<file path="src/rtl/vga_fb_arbiter.sv">
// Purpose: shares one single-port 1-cycle-read framebuffer RAM between VGA tile prefetch and CPU MMIO.
// Latency: CPU request seen in IDLE -> CPU_ACK 3 cycles later, 4 when the request collides with a scan slot.
// Backpressure: the scan slot (COLUMN[3:0]==14) always owns the RAM port; the CPU waits. Macro FB_ARB_STALL_CNT_EN enables STALL_CNT.
module vga_fb_arbiter #(
    parameter int H_TOTAL = 800,
    parameter int V_TOTAL = 525,
    parameter int H_VIS   = 640,
    parameter int V_VIS   = 480,
    parameter int COLS    = 40,
    parameter int ROWS    = 30
) (
    input  logic        CLK,
    input  logic        RST_N,
    input  logic [9:0]  ROW,
    input  logic [9:0]  COLUMN,
    output logic [2:0]  RED,
    output logic [2:0]  GREEN,
    output logic [1:0]  BLUE,
    input  logic        CPU_REQ,
    input  logic        CPU_WE,
    input  logic [10:0] CPU_ADDR,
    input  logic [7:0]  CPU_WDATA,
    output logic [7:0]  CPU_RDATA,
    output logic        CPU_ACK,
    output logic [10:0] MEM_ADDR,
    output logic        MEM_WE,
    output logic [7:0]  MEM_WDATA,
    input  logic [7:0]  MEM_RDATA,
    output logic [15:0] STALL_CNT
);

    typedef enum logic [1:0] {IDLE, ISSUE, CAPTURE, ACK} state_t;

    localparam logic [10:0] DEPTH = 11'(COLS * ROWS);

    state_t      state, state_nxt;
    logic [7:0]  cur_tile, nxt_tile, cpu_rdata_q, fetched;
    logic        slot, fetch_ok, slot_d, fetch_d, cpu_in_range, visible;
    logic [9:0]  r2, c2;
    logic [10:0] scan_addr;

    assign slot         = (COLUMN[3:0] == 4'd14);
    assign cpu_in_range = (CPU_ADDR < DEPTH);
    assign visible      = (ROW < 10'(V_VIS)) && (COLUMN < 10'(H_VIS));
    assign fetched      = fetch_d ? MEM_RDATA : 8'd0;

    assign {RED, GREEN, BLUE} = visible ? cur_tile : 8'd0;
    assign CPU_ACK   = (state == ACK);
    assign CPU_RDATA = cpu_rdata_q;

    // Look-ahead pixel two columns ahead (wrapping line/frame) and the tile it falls in.
    always_comb begin
        c2 = COLUMN + 10'd2;
        r2 = ROW;
        if (c2 >= 10'(H_TOTAL)) begin
            c2 = c2 - 10'(H_TOTAL);
            r2 = (ROW == 10'(V_TOTAL - 1)) ? 10'd0 : ROW + 10'd1;
        end
        fetch_ok  = slot && (ROW < 10'(V_TOTAL)) && (COLUMN < 10'(H_TOTAL))
                    && (r2 < 10'(V_VIS)) && (c2 < 10'(H_VIS));
        scan_addr = 11'(r2[9:4]) * 11'(COLS) + 11'(c2[9:4]);
    end

    // RAM port mux: the scan slot wins; the CPU drives the port only in ISSUE outside a slot.
    always_comb begin
        MEM_ADDR  = 11'd0;
        MEM_WE    = 1'b0;
        MEM_WDATA = 8'd0;
        if (slot) begin
            if (fetch_ok) MEM_ADDR = scan_addr;
        end else if (state == ISSUE) begin
            MEM_ADDR = CPU_ADDR;
            if (cpu_in_range) begin
                MEM_WE    = CPU_WE;
                MEM_WDATA = CPU_WDATA;
            end
        end
    end

    // CPU handshake FSM next state. ISSUE also waits out a slot so a CPU access is never
    // displaced by a prefetch (a request seen at COLUMN[3:0]==13 would otherwise land on one).
    always_comb begin
        state_nxt = state;
        case (state)
            IDLE:    if (CPU_REQ && !slot) state_nxt = ISSUE;
            ISSUE:   if (!slot) state_nxt = CAPTURE;
            CAPTURE: state_nxt = ACK;
            ACK:     state_nxt = IDLE;
            default: state_nxt = IDLE;
        endcase
    end

    // FSM state, tile prefetch pipeline and captured CPU read data.
    always_ff @(posedge CLK) begin
        if (!RST_N) begin
            state       <= IDLE;
            cur_tile    <= 8'd0;
            nxt_tile    <= 8'd0;
            cpu_rdata_q <= 8'd0;
            slot_d      <= 1'b0;
            fetch_d     <= 1'b0;
        end else begin
            state   <= state_nxt;
            slot_d  <= slot;
            fetch_d <= fetch_ok;
            if (slot_d) nxt_tile <= fetched;
            // The slot's data returns on the same edge the tile switches, so bypass it in.
            if (COLUMN[3:0] == 4'd15) cur_tile <= slot_d ? fetched : nxt_tile;
            if (state == CAPTURE) cpu_rdata_q <= (!CPU_WE && cpu_in_range) ? MEM_RDATA : 8'd0;
        end
    end

`ifdef FB_ARB_STALL_CNT_EN
    logic        stall;
    logic [15:0] stall_cnt;

    assign stall     = (state == IDLE) && CPU_REQ && slot;
    assign STALL_CNT = stall_cnt;

    // Saturating count of CPU cycles held off by a scan slot.
    always_ff @(posedge CLK) begin
        if (!RST_N) begin
            stall_cnt <= 16'd0;
        end else if (stall && (stall_cnt != 16'hFFFF)) begin
            stall_cnt <= stall_cnt + 16'd1;
        end
    end
`else
    assign STALL_CNT = 16'h0000;
`endif

endmodule

</file>
<file path="config.mk">
export PLATFORM = sky130hd
export DESIGN_NAME = vga_fb_arbiter
export DESIGN_NICKNAME = d
export VERILOG_FILES = /design/src/rtl/vga_fb_arbiter.sv
export SDC_FILE = /design/constraint.sdc
export NUM_CORES = 1
export LEC_CHECK = 0
export CAP_MARGIN = 20
export CORE_ASPECT_RATIO = 2
export CORE_MARGIN = 1.5
export CORE_UTILIZATION = 43
export CTS_CLUSTER_DIAMETER = 50
export DETAILED_ROUTE_END_ITERATION = 8
export PLACE_DENSITY_LB_ADDON = 0.25
export SLEW_MARGIN = 20
export SYNTH_ARGS = -nofsm -noshare
export SYNTH_HDL_FRONTEND = slang
export SYNTH_SLANG_ARGS = --single-unit
</file>
<file path="constraint.sdc">
create_clock -name CLK -period 6.7 [get_ports CLK]
set_clock_uncertainty 0.05 [all_clocks]
set_input_delay 1.34 -clock CLK [delete_from_list [all_inputs] [get_ports CLK]]
set_output_delay 1.34 -clock CLK [all_outputs]
set_load 0.02 [all_outputs]
</file>
Word level (Yosys, flattened, before mapping)

Index checks and enable logic that the tools add are counted.

Bits in registers: 28
Latch bits: 0
Memory bits (writable): 0
Bits in read-only memories: 0
Bits of input ports: 51
Output and inout bits: 53
Memories: 0

Add/subtract/negate cells: 4
Multiply operators: 1
Divide/modulo/power cells: 0
Order comparisons: 8
Eq/ne operators: 8
Shift operators: 0
Mux-type cells: 19
Bitwise gates (word level): 0
Reductions and logical operators: 11

Operators by type and width:

| kind                                                      | number |
|---|---|
| two-way mux 8 bit                                         | 7 |
| < comparator 10 bit, second input constant                | 4 |
| two-way mux 11 bit                                        | 3 |
| two-way mux 10 bit                                        | 3 |
| < comparator 10 x 9 -> 1 bit, second input constant       | 2 |
| adder 11 x 6 -> 11 bit                                    | 1 |
| < comparator 11 bit, second input constant                | 1 |
| adder 10 x 1 -> 10 bit, second input constant             | 1 |
| adder 10 x 2 -> 10 bit, second input constant             | 1 |
| == test 10 bit, second input constant                     | 1 |
| greater-or-equal comparator 10 bit, second input constant | 1 |
| subtractor 10 bit, second input constant                  | 1 |
| == test 4 bit, second input constant                      | 2 |
| multiplier 6 x 3 -> 8 bit, second input constant          | 1 |
| case mux 2 bit (4 select lines)                           | 1 |
| logical AND 1 bit                                         | 7 |
| == test 2 bit, second input constant                      | 2 |
| two-way mux 2 bit                                         | 2 |
| inequality test 2 bit, second input constant              | 2 |
| two-way mux 1 bit                                         | 3 |
| == test 2 x 1 -> 1 bit, second input constant             | 1 |
| zero test 1 bit                                           | 2 |
| zero test 2 bit                                           | 1 |
| AND reduction 2 bit                                       | 1 |

Logic depth before layout (Yosys ltp)

Gate-level depths: netlist of run 1.

Word-level depth: 8
Mapped depth: 16
Gate-level depth less buffers: 15

Worst setup path after synthesis of run 1

OpenSTA, ideal clock, no wires.

Kind: input to output
From: in COLUMN[7]
To: out MEM_ADDR[10]
Data arrival time: 4.645 ns
Slack: 0.665 ns
Stages on the path: 15
Buffers on the path: 1
Cell sequence: buf_4 or3_4 mux2i_4 nor2_2 a31oi_1 a31oi_1 ha_1 ha_1 inv_1 fa_1 nand3b_1 a2111oi_0 xor2_1 xnor2_1 a22o_1

Word-level cells in the longest chain between the ends: 8
Elaborated cells on any way between the ends: 15

Ends and longest elaborated chain:

| element                                                                        | line | text |
|---|---|---|
| from (decl)                                                                    | 15   | `input logic [9:0] COLUMN,` |
| parallel branches: the longest is 6 deep, another holds adder 11 x 6 -> 11 bit | -    |  |
| two-way mux 11 bit *                                                           | 70   | `if (fetch_ok) MEM_ADDR = scan_addr;` |
| two-way mux 11 bit *                                                           | 69   | `if (slot) begin` |
| to (decl)                                                                      | 25   | `output logic [10:0] MEM_ADDR,` |

Every way passes the cells marked *.

Final worst setup path of run 1

From: in COLUMN[4]
To: out MEM_ADDR[8]

Same word-level chain as after synthesis.

==> results of run 1 <==
==> sequential cells by signal, indices dropped and copies added, names as in the netlist <==
register / flops
cur_tile: 8
slot_d: 1
CPU_RDATA: 8
nxt_tile: 8
fetch_d: 1
state: 2
==> cell type report <==
class,instances,area [µm²]
well taps,58,72.6
multi-input cells,231,1630
repair buffers,126,1160
fillers,443,1660
flip-flops and latches,28,561
clock buffers,3,41.3
inverters,16,60.1
==> cells by family after synthesis <==
logic type,share of synthesized area
AO/OA/AOI/OAI,0.200
XOR/XNOR,0.0708
adder cells (fa/ha/maj),0.108
buffers and inverters,0.0998
flip-flops,0.240
multiplexers,0.0231
other,0.00161
AND/OR/NAND/NOR,0.256
==> per-stage QoR <==
stage	instance area (µm²)	TNS, ps	power, mW	instances
after global routing	3530	-36.1	0.662	462
after floorplan	2390	0	0.389	300
after global placement	3440	-266	0.529	458
final	3530	0	0.623	462
after detailed placement	3440	-366	0.534	458
after CTS	3500	0	0.623	461
==> Yosys cell counts, drive strengths merged (2+ instances only) <==
library cell	instances	area (µm²)
a211oi	3	27.5
a21o	4	30.0
a21oi	25	125
a22o	11	96.3
a31oi	4	25.0
and2	21	131
and3	4	25.0
and4	2	17.5
buf	19	150
clkbuf	6	22.5
dfxtp	28	561
fa	2	40.0
ha	17	213
inv	15	56.3
mux2i	3	42.5
nand2	16	60.1
nand3	7	35.0
nor2	21	81.3
nor2b	23	144
nor3	5	30.0
o211a	7	70.1
o21ai	3	15.0
or2	2	12.5
or3	3	23.8
xnor2	11	96.3
xor2	7	68.8
==> power breakdown <==
part | total [mW] | internal, mW | switching (mW)
clock | 0.0900 | 0.0404 | 0.0496
combinational | 0.347 | 0.174 | 0.173
sequential | 0.186 | 0.177 | 0.00859
total | 0.623 | 0.392 | 0.231
==> worst reg2reg max path: cells and delay by family, from the launching register on <==
kind / cells / cell delay, ps
compound gates: 1 / 180
fa+ha+maj: 1 / 370
buf+inv: 1 / 130
flops: 1 / 340
simple gates: 2 / 880
==> final timing paths <==
kind / startpoint / end / slack, ps / depth (start not counted)
worst max register to register: state[0]$_SDFFE_PN0P_ / CPU_RDATA[4]$_SDFFE_PN0P_ / 4680 / 5
worst max-delay path: COLUMN[4] / MEM_ADDR[8] / 200 / 16
worst min register to register: cur_tile[3]$_SDFFE_PN0N_ / cur_tile[3]$_SDFFE_PN0N_ / 450 / 1
worst min-delay path: cur_tile[3]$_SDFFE_PN0N_ / cur_tile[3]$_SDFFE_PN0N_ / 450 / 1
==> routing by layer <==
metal / global-route usage / part of all wire
met5: 0 / 0
met4: 0.0854 / 0.025
met3: 0.0181 / 0.036
met2: 0.486 / 0.60
met1: 0.210 / 0.34
==> timing repair <==
action	4_1_cts	5_1_grt
buffers inserted	0	1
pin swaps	0	1
endpoints found under the hold margin	0	0
gates resized for setup	4	7
endpoints found under the setup margin	1	3
==> impl_metrics.py, run 1 <==
metrics = {
    "layout": {
        "syn_to_final_growth_pct": 51.2,
        "final_common_cell": "clkdlybuf4s50_1",
        "final_cell_mix": "clkdlybuf4s50_1, buf_4, dfxtp_1",
        "final_util": 0.680,
        "n_antenna_cell": 0,
        "drive_above_1_share": 0.141,
        "nNetsFinal": 476,
    },
    "clock_tree": {
        "ctsHtreeMaxLevel": 1,
        "clk_latency_ps": 270,
        "max-clock-path-buffers": 2,
        "cts.sinks": 28,
        "cts_tree": "built",
        "hold_buffers": 0,
        "ctsRootBufferMaster": "clkbuf_8",
        "clk_pin_slew_ps": 90,
        "cts_buffers": 3,
    },
    "sta": {
        "fin_ws_ps": 202,
        "final.min_clock_period_ps": 6500,
        "holdWs_ps": 448,
        "report.final.slew_viol_count": 0,
        "rsz0062_at_grt": "true",
        "setup_viol": 0,
        "relSlewSlack": 0.365,
        "post-route-period-util": 0.970,
        "tightest_slew_ps": 949,
        "finalHoldViolCount": 0,
        "max_freq_mhz": 154,
    },
    "job": {
        "maxCapViolations": 0,
    },
    "detailed_routing": {
        "via_per_inst": 5.13,
        "drt_iter0_markers": 64,
        "drc_errors": 0,
        "vias": 2371,
        "wire_per_inst_um": 14.3,
        "drtPass1Iterations": 4,
        "wl_mm": 6.62,
        "ant_nets": 0,
    },
    "setup_path": {
        "slowest_delay_ps": 590,
        "cpLargestDelayFamily": "buffers and inverters",
        "critPathBufInv": 4,
        "start_kind": "input pin",
        "crit_chain": "clkdlybuf4s50_1, nand4_1, buf_4, mux2i_4, nor2_2, a31oi_1, a31oi_2, ha_1, ha_1, inv_1, fa_1, nand4b_1, nand2_1, xnor2_1, a22o_1, clkdlybuf4s50_1",
        "cp_slowest_cell": "clkdlybuf4s50_1",
        "cp-end-kind": "primary output",
        "crit_fanout": 4,
        "crit_required_ps": 5310,
        "crit_type": "in -> out",
        "critical_path_arrival_ps": 5110,
    },
    "status": {
        "outcome": "completed",
    },
    "floorplan": {
        "die_area_um2": 5900,
        "dieHeight_um": 107,
        "fp.coreArea_um2": 5180,
        "die_w_um": 55.1,
        "pin_count": 104,
        "rows": 37,
        "start_util": 0.450,
    },
    "placed_design": {
        "gp_congestion": 0.930,
        "io_buffers": 87,
        "pre_cts_ws_ps": -366,
        "dp_hpwl_mm": 5.43,
    },
    "global_route": {
        "antenna_found_initial": 0,
        "grt_max_degree": 18,
        "grt_pass1_wl_mm": 10.4,
        "grt_pass1_vias": 2401,
        "grt_use_total": 0.236,
        "grt-ovfl-total": 0,
    },
    "min_path": {
        "worstHoldPathType": "reg -> reg",
    },
    "yosys": {
        "netlist_area_um2": 2330,
        "synth_edf_count": 0,
        "ys_seq_area_frac": 0.240,
        "netlist_instances": 285,
        "ys_ff_latch": 28,
        "yosysWarnings": 0,
        "ys.flop_type": "dfxtp_1",
        "async_flop_share": 0,
        "synth_cell_types": 49,
        "synth.avg_cell_area_um2": 8.18,
    },
    "pwr": {
        "peakVddDrop_v": 0.000218,
        "power_density_nw_per_um2": 177,
        "p_leak_nw": 1.59,
    },
}
Power figures use the tool's default switching activity.
==> run 2: changes to the inputs <==
Settings changed: MAX_ROUTING_LAYER set to met4.
==> run 2 against run 1 <==
Clock-buffer cell count is the same. Non-clock buffer count fell by 1. Worst hold slack got worse by 1.0 ps. Utilization grew 0.60 points. Critical path depth grew 1. Combinational power about the same. Critical endpoint is now MEM_ADDR[7]. Via count is 0.46% higher. Register-to-register slack better by 80 ps. Final area up 0.89%. Sequential power is essentially flat. Worst setup slack gained 44 ps. Global-route usage grew 0.69 points.
==> impl_metrics.py, run 2 (synthesis gave the netlist of run 1 again) <==
metrics = {
    "status": {
        "outcome": "completed",
    },
    "detailed_routing": {
        "ant_nets": 0,
        "wl_mm": 6.39,
        "vias": 2382,
        "drt_iter0_markers": 56,
        "drc_errors": 0,
        "wire_per_inst_um": 13.8,
        "via_per_inst": 5.16,
        "drtPass1Iterations": 4,
    },
    "pwr": {
        "p_leak_nw": 1.63,
        "power_density_nw_per_um2": 186,
        "power_frac_clock": 0.197,
        "p_switching_uw": 229,
        "power_switching_share": 0.346,
        "peakVddDrop_v": 0.000246,
        "p_int_uw": 432,
        "seq_power_share": 0.281,
        "p_comb_frac": 0.521,
    },
    "sta": {
        "tightest_slew_ps": 956,
        "final.min_clock_period_ps": 6450,
        "relSlewSlack": 0.360,
        "finalHoldViolCount": 0,
        "setup_viol": 0,
        "holdWs_ps": 447,
        "report.final.slew_viol_count": 0,
        "post-route-period-util": 0.963,
        "max_freq_mhz": 155,
        "rsz0062_at_grt": "false",
    },
    "clock_tree": {
        "clk_latency_ps": 280,
        "hold_buffers": 0,
        "max-clock-path-buffers": 2,
        "ctsHtreeMaxLevel": 1,
        "clk_pin_slew_ps": 80,
        "post-cts-setup-buffers": 0,
        "cts.sinks": 28,
        "ctsRootBufferMaster": "clkbuf_8",
        "cts_buffers": 3,
        "cts_tree": "built",
    },
    "floorplan": {
        "rows": 37,
        "start_util": 0.450,
        "die_w_um": 55.1,
        "dieHeight_um": 107,
        "pin_count": 104,
        "die_area_um2": 5900,
        "fp.coreArea_um2": 5180,
    },
    "global_route": {
        "met1_usage": 0.226,
        "grt_pass1_wl_mm": 10.4,
        "top_usage_layer": "met2",
        "grt_pass1_vias": 2399,
        "grt_use_total": 0.243,
        "use_met3": 0.0195,
        "grt-ovfl-total": 0,
        "grt_max_degree": 18,
        "antenna_found_initial": 0,
        "grt.met2_usage": 0.463,
    },
    "layout": {
        "final_util": 0.686,
        "syn_to_final_growth_pct": 52.6,
        "n_antenna_cell": 0,
        "fillers": 455,
        "drive_above_1_share": 0.146,
        "stdcell_count": 462,
        "final_common_cell": "clkdlybuf4s50_1",
        "final_cell_mix": "clkdlybuf4s50_1, buf_4, dfxtp_1",
        "nNetsFinal": 475,
    },
    "setup_path": {
        "crit_fanout": 3,
        "r2r_cells": 5,
        "cp-end-kind": "primary output",
        "crit_required_ps": 5310,
        "critical_path_arrival_ps": 5060,
        "crit_type": "in -> out",
        "start_kind": "input pin",
    },
    "placed_design": {
        "dp_hpwl_mm": 5.38,
        "io_buffers": 87,
        "dp.cells": 458,
        "gp_congestion": 0.915,
    },
    "job": {
        "maxCapViolations": 0,
    },
    "min_path": {
        "min_path_cells": 1,
        "worstHoldPathType": "reg -> reg",
    },
}
## run 2: final timing paths
| path | from | end | slack [ps] |
|---|---|---|---|
| setup / recovery | COLUMN[4] | MEM_ADDR[7] | 250 |
| hold / removal | cur_tile[5]$_SDFFE_PN0N_ | cur_tile[5]$_SDFFE_PN0N_ | 450 |
| hold reg to reg | cur_tile[5]$_SDFFE_PN0N_ | cur_tile[5]$_SDFFE_PN0N_ | 450 |
| setup reg to reg | state[0]$_SDFFE_PN0P_ | CPU_RDATA[7]$_SDFFE_PN0P_ | 4760 |
## run 2: layer usage
| metal | up-vias | share of wire |
|---|---|---|
| met5 | - | 0 |
| met4 | 0 | 0.034 |
| met3 | 18 | 0.037 |
| met2 | 74 | 0.61 |
| met1 | 1095 | 0.32 |
| li1 | 1195 | - |
## run 2: cell type report
cell class	count	area [µm²]	area share
Multi-Input combinational cell	231	1640	0.460
Timing Repair Buffer	125	1160	0.325
Sequential cell	28	561	0.158
Tap cell	58	72.6	0.0204
Inverter	16	60.1	0.0169
Clock buffer	3	41.3	0.0116
Clock inverter	1	30.0	0.00844
## run 2: metrics by stage
step	setup WS [ps]	total power, mW	TNS [ps]	cell area, µm²
global route	12.3	0.708	0	3560
floorplan	665	0.389	0	2390
detailed placement	-321	0.535	-321	3440
CTS	77.1	0.667	0	3530
finish	245	0.660	0	3560
global placement	-272	0.530	-272	3440
## run 2: critical path, cell delays in order
cell and delay [ps]:
clkdlybuf4s50_1 480, buf_4 120, and4_1 240, and2_1 180
xnor2_1 150, ha_1 200, inv_1 40, a311oi_1 300
nor3_1 130, nor2_1 140, ha_1 260, buf_4 150
nor2b_1 120, o21ai_0 310, xor2_1 180, a22o_1 130
clkdlybuf4s50_1 590
## run 2: repair_timing
item / in CTS / in global routing
setup endpoints to repair: 1 / 3
pin swaps: 1 / 1
gates resized for setup: 4 / 9
## run 2: power groups by stage
stage               logic, mW  registers [mW]  clock network, mW
finish                  0.344           0.186              0.130
global route            0.381           0.187              0.139
CTS                     0.347           0.186              0.134
detailed placement      0.345           0.190                  0
global placement        0.340           0.189                  0
floorplan               0.197           0.192                  0
